<file path="config.mk">
export PLATFORM = sky130hd
export DESIGN_NAME = subleq
export DESIGN_NICKNAME = d
export VERILOG_FILES = /design/src/rtl/subleq_pkg.sv /design/src/rtl/subleq.sv
export SDC_FILE = /design/constraint.sdc
export NUM_CORES = 1
export LEC_CHECK = 0
export ABC_CLOCK_PERIOD_IN_PS = 3600
export CAP_MARGIN = 15
export CORE_ASPECT_RATIO = 0.9
export CORE_MARGIN = 5
export CORE_UTILIZATION = 40
export CTS_BUF_LIST = sky130_fd_sc_hd__clkbuf_4 sky130_fd_sc_hd__clkbuf_8
export DETAILED_ROUTE_END_ITERATION = 16
export SYNTH_ARGS = -nofsm -noshare
export SYNTH_HDL_FRONTEND = slang
export SYNTH_SLANG_ARGS = --single-unit
</file>
<file path="constraint.sdc">
create_clock -name clk -period 3.6 [get_ports clk]
set_input_delay 0.54 -clock clk [delete_from_list [all_inputs] [get_ports clk]]
set_output_delay 0.54 -clock clk [all_outputs]
set_load 0.01 [all_outputs]
</file>
<file path="src/rtl/subleq_pkg.sv">
// Shared widths, reset PC and controller state encoding for the SUBLEQ core.
package subleq_pkg;

    localparam int ADDR_W = 10;
    localparam int DATA_W = 32;
    localparam logic [ADDR_W-1:0] RESET_PC = '0;

    typedef enum logic [2:0] {
        FETCH_A = 3'd0,
        FETCH_B = 3'd1,
        FETCH_C = 3'd2,
        READ_A  = 3'd3,
        READ_B  = 3'd4,
        WRITE   = 3'd5,
        HALT    = 3'd6
    } state_t;

endpackage

</file>
<file path="src/rtl/subleq.sv">
// SUBLEQ core: six single-port memory accesses per instruction, mem[B] -= mem[A],
// branch to C when the wrapped result is <= 0; a negative taken target halts.
module subleq
    import subleq_pkg::*;
(
    output logic [ADDR_W-1:0] addr,
    output logic              writeEnable,
    output logic [DATA_W-1:0] writeData,
    input  logic [DATA_W-1:0] readData,
    input  logic              clk,
    input  logic              reset
);

    state_t                    state;
    state_t                    state_next;
    logic        [ADDR_W-1:0]  pc;
    logic        [ADDR_W-1:0]  pc_next;
    logic        [ADDR_W-1:0]  field_a;
    logic        [ADDR_W-1:0]  field_b;
    logic        [DATA_W-1:0]  field_c;
    logic signed [DATA_W-1:0]  op_a;
    logic signed [DATA_W-1:0]  diff;

    function automatic logic signed [DATA_W-1:0] sub_wrap(
        input logic signed [DATA_W-1:0] b,
        input logic signed [DATA_W-1:0] a
    );
        return b - a;
    endfunction

    function automatic logic le_zero(input logic signed [DATA_W-1:0] v);
        return (v < 0) || (v == '0);
    endfunction

    always_comb begin
        state_next = state;
        pc_next    = pc;
        case (state)
            FETCH_A: state_next = FETCH_B;
            FETCH_B: state_next = FETCH_C;
            FETCH_C: state_next = READ_A;
            READ_A:  state_next = READ_B;
            READ_B:  state_next = WRITE;
            WRITE: begin
                if (le_zero(diff)) begin
                    // A negative branch target is the halt request; PC is frozen.
                    if (field_c[DATA_W-1]) begin
                        state_next = HALT;
                    end else begin
                        state_next = FETCH_A;
                        pc_next    = field_c[ADDR_W-1:0];
                    end
                end else begin
                    state_next = FETCH_A;
                    pc_next    = pc + ADDR_W'(3);
                end
            end
            HALT:    state_next = HALT;
            default: state_next = FETCH_A;
        endcase
    end

    always_comb begin
        addr        = '0;
        writeEnable = 1'b0;
        writeData   = '0;
        if (!reset) begin
            case (state)
                FETCH_A: addr = pc;
                FETCH_B: addr = pc + ADDR_W'(1);
                FETCH_C: addr = pc + ADDR_W'(2);
                READ_A:  addr = field_a;
                READ_B:  addr = field_b;
                WRITE: begin
                    addr        = field_b;
                    writeEnable = 1'b1;
                    writeData   = diff;
                end
                HALT:    addr = pc;
                default: addr = '0;
            endcase
        end
    end

    always_ff @(posedge clk) begin
        if (reset) begin
            state   <= FETCH_A;
            pc      <= RESET_PC;
            field_a <= '0;
            field_b <= '0;
            field_c <= '0;
            op_a    <= '0;
            diff    <= '0;
        end else begin
            state <= state_next;
            pc    <= pc_next;
            case (state)
                FETCH_A: field_a <= readData[ADDR_W-1:0];
                FETCH_B: field_b <= readData[ADDR_W-1:0];
                FETCH_C: field_c <= readData;
                READ_A:  op_a    <= readData;
                READ_B:  diff    <= sub_wrap(readData, op_a);
                default: ;
            endcase
        end
    end

endmodule

</file>
==> results of run 1 <==
[routing by layer]
metal  global-route usage (%)  vias to the layer above  part of all wire (%)
li1                         -                     3160                     -
met4                     3.84                        0                  0.89
met2                     30.4                      110                    43
met5                        0                        -                     0
met3                     3.82                       13                   4.3
met1                     30.1                     2885                    52
[final cells by class]
| cell class | count | share of cell area [%] |
|---|---|---|
| tap | 207 | 3.38 |
| timing repair buffer | 98 | 12.0 |
| multi-input combinational | 688 | 51.5 |
| clock buffer | 9 | 1.61 |
| inverter | 39 | 1.91 |
| sequential | 108 | 28.2 |
| clock inverter | 7 | 1.37 |
[worst max-delay path: stages, from the launching register on]
cell and delay, ns:
dfxtp_2 0.52, nand2b_1 0.19, nor2_1 0.09, buf_4 0.20, a21oi_1 0.35, nor3b_1 0.12
a221oi_1 0.33, a21oi_1 0.17, clkdlybuf4s50_1 0.51
[cells in the mapped netlist (3+ instances only)]
cell type	n
nand2_1	210
a21oi_1	133
dfxtp_1	108
o21ai_0	43
inv_1	39
clkbuf_1	38
and2_1	35
ha_1	35
nor2_1	35
nand3_1	19
xnor2_1	16
nor3_1	14
nor2b_1	12
a21o_1	11
a211oi_1	10
nand2b_1	8
nand4_1	8
nor4_1	8
xor2_1	8
a221oi_1	6
a22oi_1	6
a31oi_1	5
clkbuf_8	5
or3_1	5
and3_1	4
and4_1	4
o21a_1	4
o31ai_1	4
nor3b_1	3
o211ai_1	3
[final timing paths]
check | to | slack (ns) | start | cells after the start
worst max register to register | diff[30] | 0.93 | op_a[0] | 11
worst max-delay path | addr[3] | 0.18 | state[0] | 8
worst min register to register | op_a[7] | 0.46 | op_a[7] | 2
worst min-delay path | op_a[7] | 0.46 | op_a[7] | 2
[report_power, final]
| part | total, mW | leakage [nW] | internal, mW | switching [mW] |
|---|---|---|---|---|
| clock | 0.867 | 0.112 | 0.403 | 0.464 |
| sequential | 1.27 | 0.876 | 1.24 | 0.0354 |
| combinational | 0.597 | 1.68 | 0.241 | 0.356 |
| total | 2.74 | 2.67 | 1.88 | 0.855 |
[stage by stage]
step	area (um^2)	power (mW)	util (%)
final	7670	2.74	47.9
after global routing	7670	2.89	47.9
after CTS	7670	2.76	47.9
after detailed placement	7440	1.89	46.4
after global placement	7440	1.89	46.4
after floorplan	6480	1.70	-
[flip-flops by register name, indices dropped and copies added (netlist names)]
| signal | cells |
|---|---|
| field_a | 10 |
| field_c | 11 |
| pc | 10 |
| op_a | 32 |
| diff | 32 |
| field_b | 10 |
| state | 3 |
[cells by family after synthesis]
family                     count (synthesis)  synth area share (%)
buffers and inverters                     87                  5.91
DFF                                      108                  33.4
xor gates and xnor gates                  24                  3.24
AOI/OAI and AO/OA                        249                  23.1
adders and majority gates                 36                  7.07
and+or+nand+nor                          377                  27.0
muxes                                      2                 0.328
[timing repair]
| item | in CTS | in global routing |
|---|---|---|
| setup buffers | 0 | 0 |
| endpoints found under the setup margin | 0 | 6 |
| resized for setup | 0 | 4 |
| hold buffers | 0 | 0 |
==> flow_summary.ini, run 1 <==
[sta]
slew_violations = 0
fin_skew_ns = 0.0133
rsz0062_at_grt = no
setup_viol = 0
worst_pin_slew_ns = 0.866
relSlewSlack_pct = 42.0
min_period_ns = 3.42
worst_hold_slack_ns = 0.460
period_share_pct = 94.9
fmax_ghz = 0.293
worst_slack_ns = 0.184
hold_viol_final = 0
finalSetupTns_ns = 0

[global_route]
grt_max_degree = 69
antenna_found_initial = 0
grt_use_total_pct = 20.1
grt_pass1_wl_mm = 30.3
grt_pass1_vias = 5625
grt.overflow.total = 0

[cts]
clkLatencyLatePin_ns = 0.40
clk_pin_slew_worst_paths_ns = 0.11
htreeDepth = 3
cts_sinks = 108
cts_root_buf = clkbuf_8
cts_tree = built
numCtsBuffers = 9
clock_path_buffers = 2

[placement]
place_hpwl_mm = 13.5
gp_congestion = 0.912
io_buffers = 76
dp_slack_ns = 0.0949
place_inst = 1140

[synthesis]
synthArstFlopShare_pct = 0
synthTopCellsByArea = dfxtp_1 33%, nand2_1 12%, a21oi_1 10%
yosys.cell_types.count = 68
synth_top_area_cell = dfxtp_1
synth_top_cell_area_share_pct = 33.4
synthFlopType = dfxtp_1
synth_edf_count = 0
syn_area_mm2 = 0.00648
synthCells = 883
yosys_warnings = 0
yosysSeqAreaShare_pct = 33.4
synth.avg_cell_area_um2 = 7.34
postSynthRegisterBits = 108
syn-num-nets = 953

[floorplanning]
die_w_um = 144
start_util_pct = 40.4
rows = 44
dieArea_mm2 = 0.0188
ios = 77
coreArea_mm2 = 0.0160
die_h_um = 131

[final_layout]
finalNonFillerCells = 1156
final_cell_mix = 210 x nand2_1, 133 x a21oi_1, 106 x dfxtp_1
drive_above_1_share_pct = 6.85
layout_commonest_cell = nand2_1
area_delta_synth_final_pct = 18.4
final_nets = 1014
multi_input_area_mm2 = 0.00395
fillers = 1687
diodes = 0
seq_area_mm2 = 0.00216

[power_and_ir_drop]
power.leakage_nw = 2.67
peakVddDrop_uv = 201
powerDensity_mw_per_mm2 = 357

[drt]
avgRoutedWirePerCell_um = 15.8
drt_iter0_drc = 497
via_per_inst = 5.34
wl_mm = 18.2
drc_errors = 0
drtAntennaViolNets = 0
num_vias = 6168
dr.pass1.iters = 4

[worst_setup_path]
path_max_fanout = 16
cp-end-kind = output pin
start_kind = flop
worstPathArrival_ns = 2.88
worstPathRequired_ns = 3.06
crit_type = flop to output pin

[run_status]
status = finished clean

[run]
max-cap-violations = 0

[hold_path]
hold_class = flop to flop
(Power assumes the default switching activity.)
==> run 2, diff against run 1 <==
PLACE_DENSITY = 0.64   (was default)
==> run 2 against run 1 <==
Effect of this change:
- first-iteration DRC count down 8.2%
- worst hold slack got worse by 0.0038 ns
- design area hardly changed
- clock skew grew 0.0037 ns
- maximum frequency increased by 1.3%
- register-to-register slack is essentially flat
- sequential share of layout area is essentially flat
- core utilization about the same
- cell count stayed put
- power is 0.47% lower
- worst setup slack better by 0.045 ns
- critical endpoint is now addr[8]
==> flow_summary.ini, run 2 (synthesis results as in run 1) <==
[power_and_ir_drop]
power.leakage_nw = 2.67
power_mw = 2.72
clkPwrFrac_pct = 31.1
peakVddDrop_uv = 222
sw_frac_of_total_pct = 30.1
powerDensity_mw_per_mm2 = 355
intPower_mw = 1.91
power_frac_seq_pct = 46.6
p_sw_mw = 0.819
p_comb_share_pct = 22.3

[drt]
via_per_inst = 5.30
drt_iter0_drc = 456
num_vias = 6125
drtAntennaViolNets = 0
drt-met1-wl_mm = 9.08
wl_met3_mm = 1.04
avgRoutedWirePerCell_um = 15.5
dr.pass1.iters = 5
drc_errors = 0
wl_met2_mm = 7.51
wl_mm = 17.9
top_layer = met4

[cts]
clk_pin_slew_worst_paths_ns = 0.11
cts_setup_buffers = 0
cts_root_buf = clkbuf_8
cts_tree = built
htreeDepth = 3
clock_path_buffers = 2
clkLatencyLatePin_ns = 0.41
cts_sinks = 108
numCtsBuffers = 9

[floorplanning]
coreArea_mm2 = 0.0160
rows = 44
ios = 77
die_w_um = 144
die_h_um = 131
start_util_pct = 40.4
dieArea_mm2 = 0.0188

[sta]
setup_viol = 0
relSlewSlack_pct = 41.7
min_period_ns = 3.37
fin_skew_ns = 0.0171
slew_violations = 0
hold_viol_final = 0
worst_pin_slew_ns = 0.869
period_share_pct = 93.6
finalSetupTns_ns = 0
fmax_ghz = 0.297
rsz0062_at_grt = no

[final_layout]
diodes = 0
drive_above_1_share_pct = 6.53
fillers = 1633
layout_commonest_cell = nand2_1
area_delta_synth_final_pct = 18.5
final_nets = 1015
top_regs = diff x32, op_a x32, field_c x11
final_cell_mix = 210 x nand2_1, 133 x a21oi_1, 108 x dfxtp_1

[run]
max-cap-violations = 0

[placement]
io_buffers = 76
place_hpwl_mm = 13.3
gp_congestion = 0.900

[global_route]
antenna_found_initial = 0
grt_use_total_pct = 19.4
grt_max_degree = 55
grt_pass1_wl_mm = 29.1
grt_pass1_vias = 5579
grt.overflow.total = 0

[run_status]
status = finished clean

[worst_setup_path]
slowest_delay_ns = 0.56
path_common_cell = nor2_1
worstPathRequired_ns = 3.06
crit_chain = buf_4 > nand2b_1 > nor2_1 > nor2_1 > o21ai_0 > o21ai_0 > o41ai_2 > a221oi_1 > nor2_1 > clkdlybuf4s50_1
crit_buf_inv = 2
cp-end-kind = output pin
worstPathArrival_ns = 2.83
path_delay_family = buffers and inverters
path_max_fanout = 12
start_kind = flop
crit_slowest_cell = clkdlybuf4s50_1
crit_type = flop to output pin

[hold_path]
hold_class = flop to flop
-- run 2: cell types whose count changed in the layout (fill, tap and decap cells not counted), moves of 2 or more --
cell | before | now
nor2b_1 | 9 | 11
nor2b_2 | 3 | 1
inv_6 | 2 | 0
dfxtp_2 | 2 | 0
clkbuf_8 | 9 | 11
dfxtp_1 | 106 | 108
-- run 2: area by class of cell --
class                   count  area, um^2  share of cell area, %
multi-input cells         688        3950                   51.5
flip-flops and latches    108        2160                   28.2
repair buffers             99         931                   12.1
well taps                 207         259                   3.37
clock buffers              11         151                   1.97
inverters                  39         146                   1.91
clock inverters             4        72.6                  0.945
-- run 2: final timing paths --
kind / start / end / slack (ns) / cells past startpoint
min: op_a[28] / op_a[28] / 0.46 / 2
max reg2reg: op_a[0] / diff[24] / 0.93 / 11
min reg2reg: op_a[28] / op_a[28] / 0.46 / 2
max: state[1] / addr[8] / 0.23 / 10
-- run 2: repair_timing --
action / CTS / global route
setup endpoints to repair: 0 / 1
gates resized for setup: 0 / 1
hold buffers: 0 / 0
hold endpoints to repair: 0 / 0
-- run 2: power groups by stage --
stage / registers (mW) / logic, mW / clock network, mW
3_5_place_dp: 1.30 / 0.604 / 0
3_3_place_gp: 1.30 / 0.601 / 0
5_1_grt: 1.27 / 0.679 / 0.912
6_report: 1.27 / 0.608 / 0.847
2_1_floorplan: 1.28 / 0.419 / 0
4_1_cts: 1.27 / 0.607 / 0.877
-- run 2: worst register-to-register path: cells and delay by family, from the launching register on --
| family | cells | cell delay [ns] |
|---|---|---|
| AOI/OAI and AO/OA | 6 | 1.13 |
| adders and majority gates | 2 | 0.64 |
| DFF | 1 | 0.33 |
| and+or+nand+nor | 2 | 0.31 |
| xor gates and xnor gates | 1 | 0.17 |
-- run 2: stage by stage --
step	instances	worst slack (ns)	area [um^2]	utilization, %	hold slack (ns)
global route	1156	0.00585	7680	47.9	0.448
finish	1156	0.229	7680	47.9	0.457
global placement	1141	0.187	7440	46.5	0.442
floorplan	883	0.970	6480	-	0.433
CTS	1156	0.146	7670	47.9	0.425
detailed placement	1141	0.177	7440	46.5	0.447
-- run 2: layer usage --
| metal | track usage, % | vias to the layer above |
|---|---|---|
| li1 | - | 3160 |
| met1 | 28.1 | 2803 |
| met2 | 29.0 | 145 |
| met3 | 4.48 | 17 |
| met4 | 5.38 | 0 |
| met5 | 0 | - |
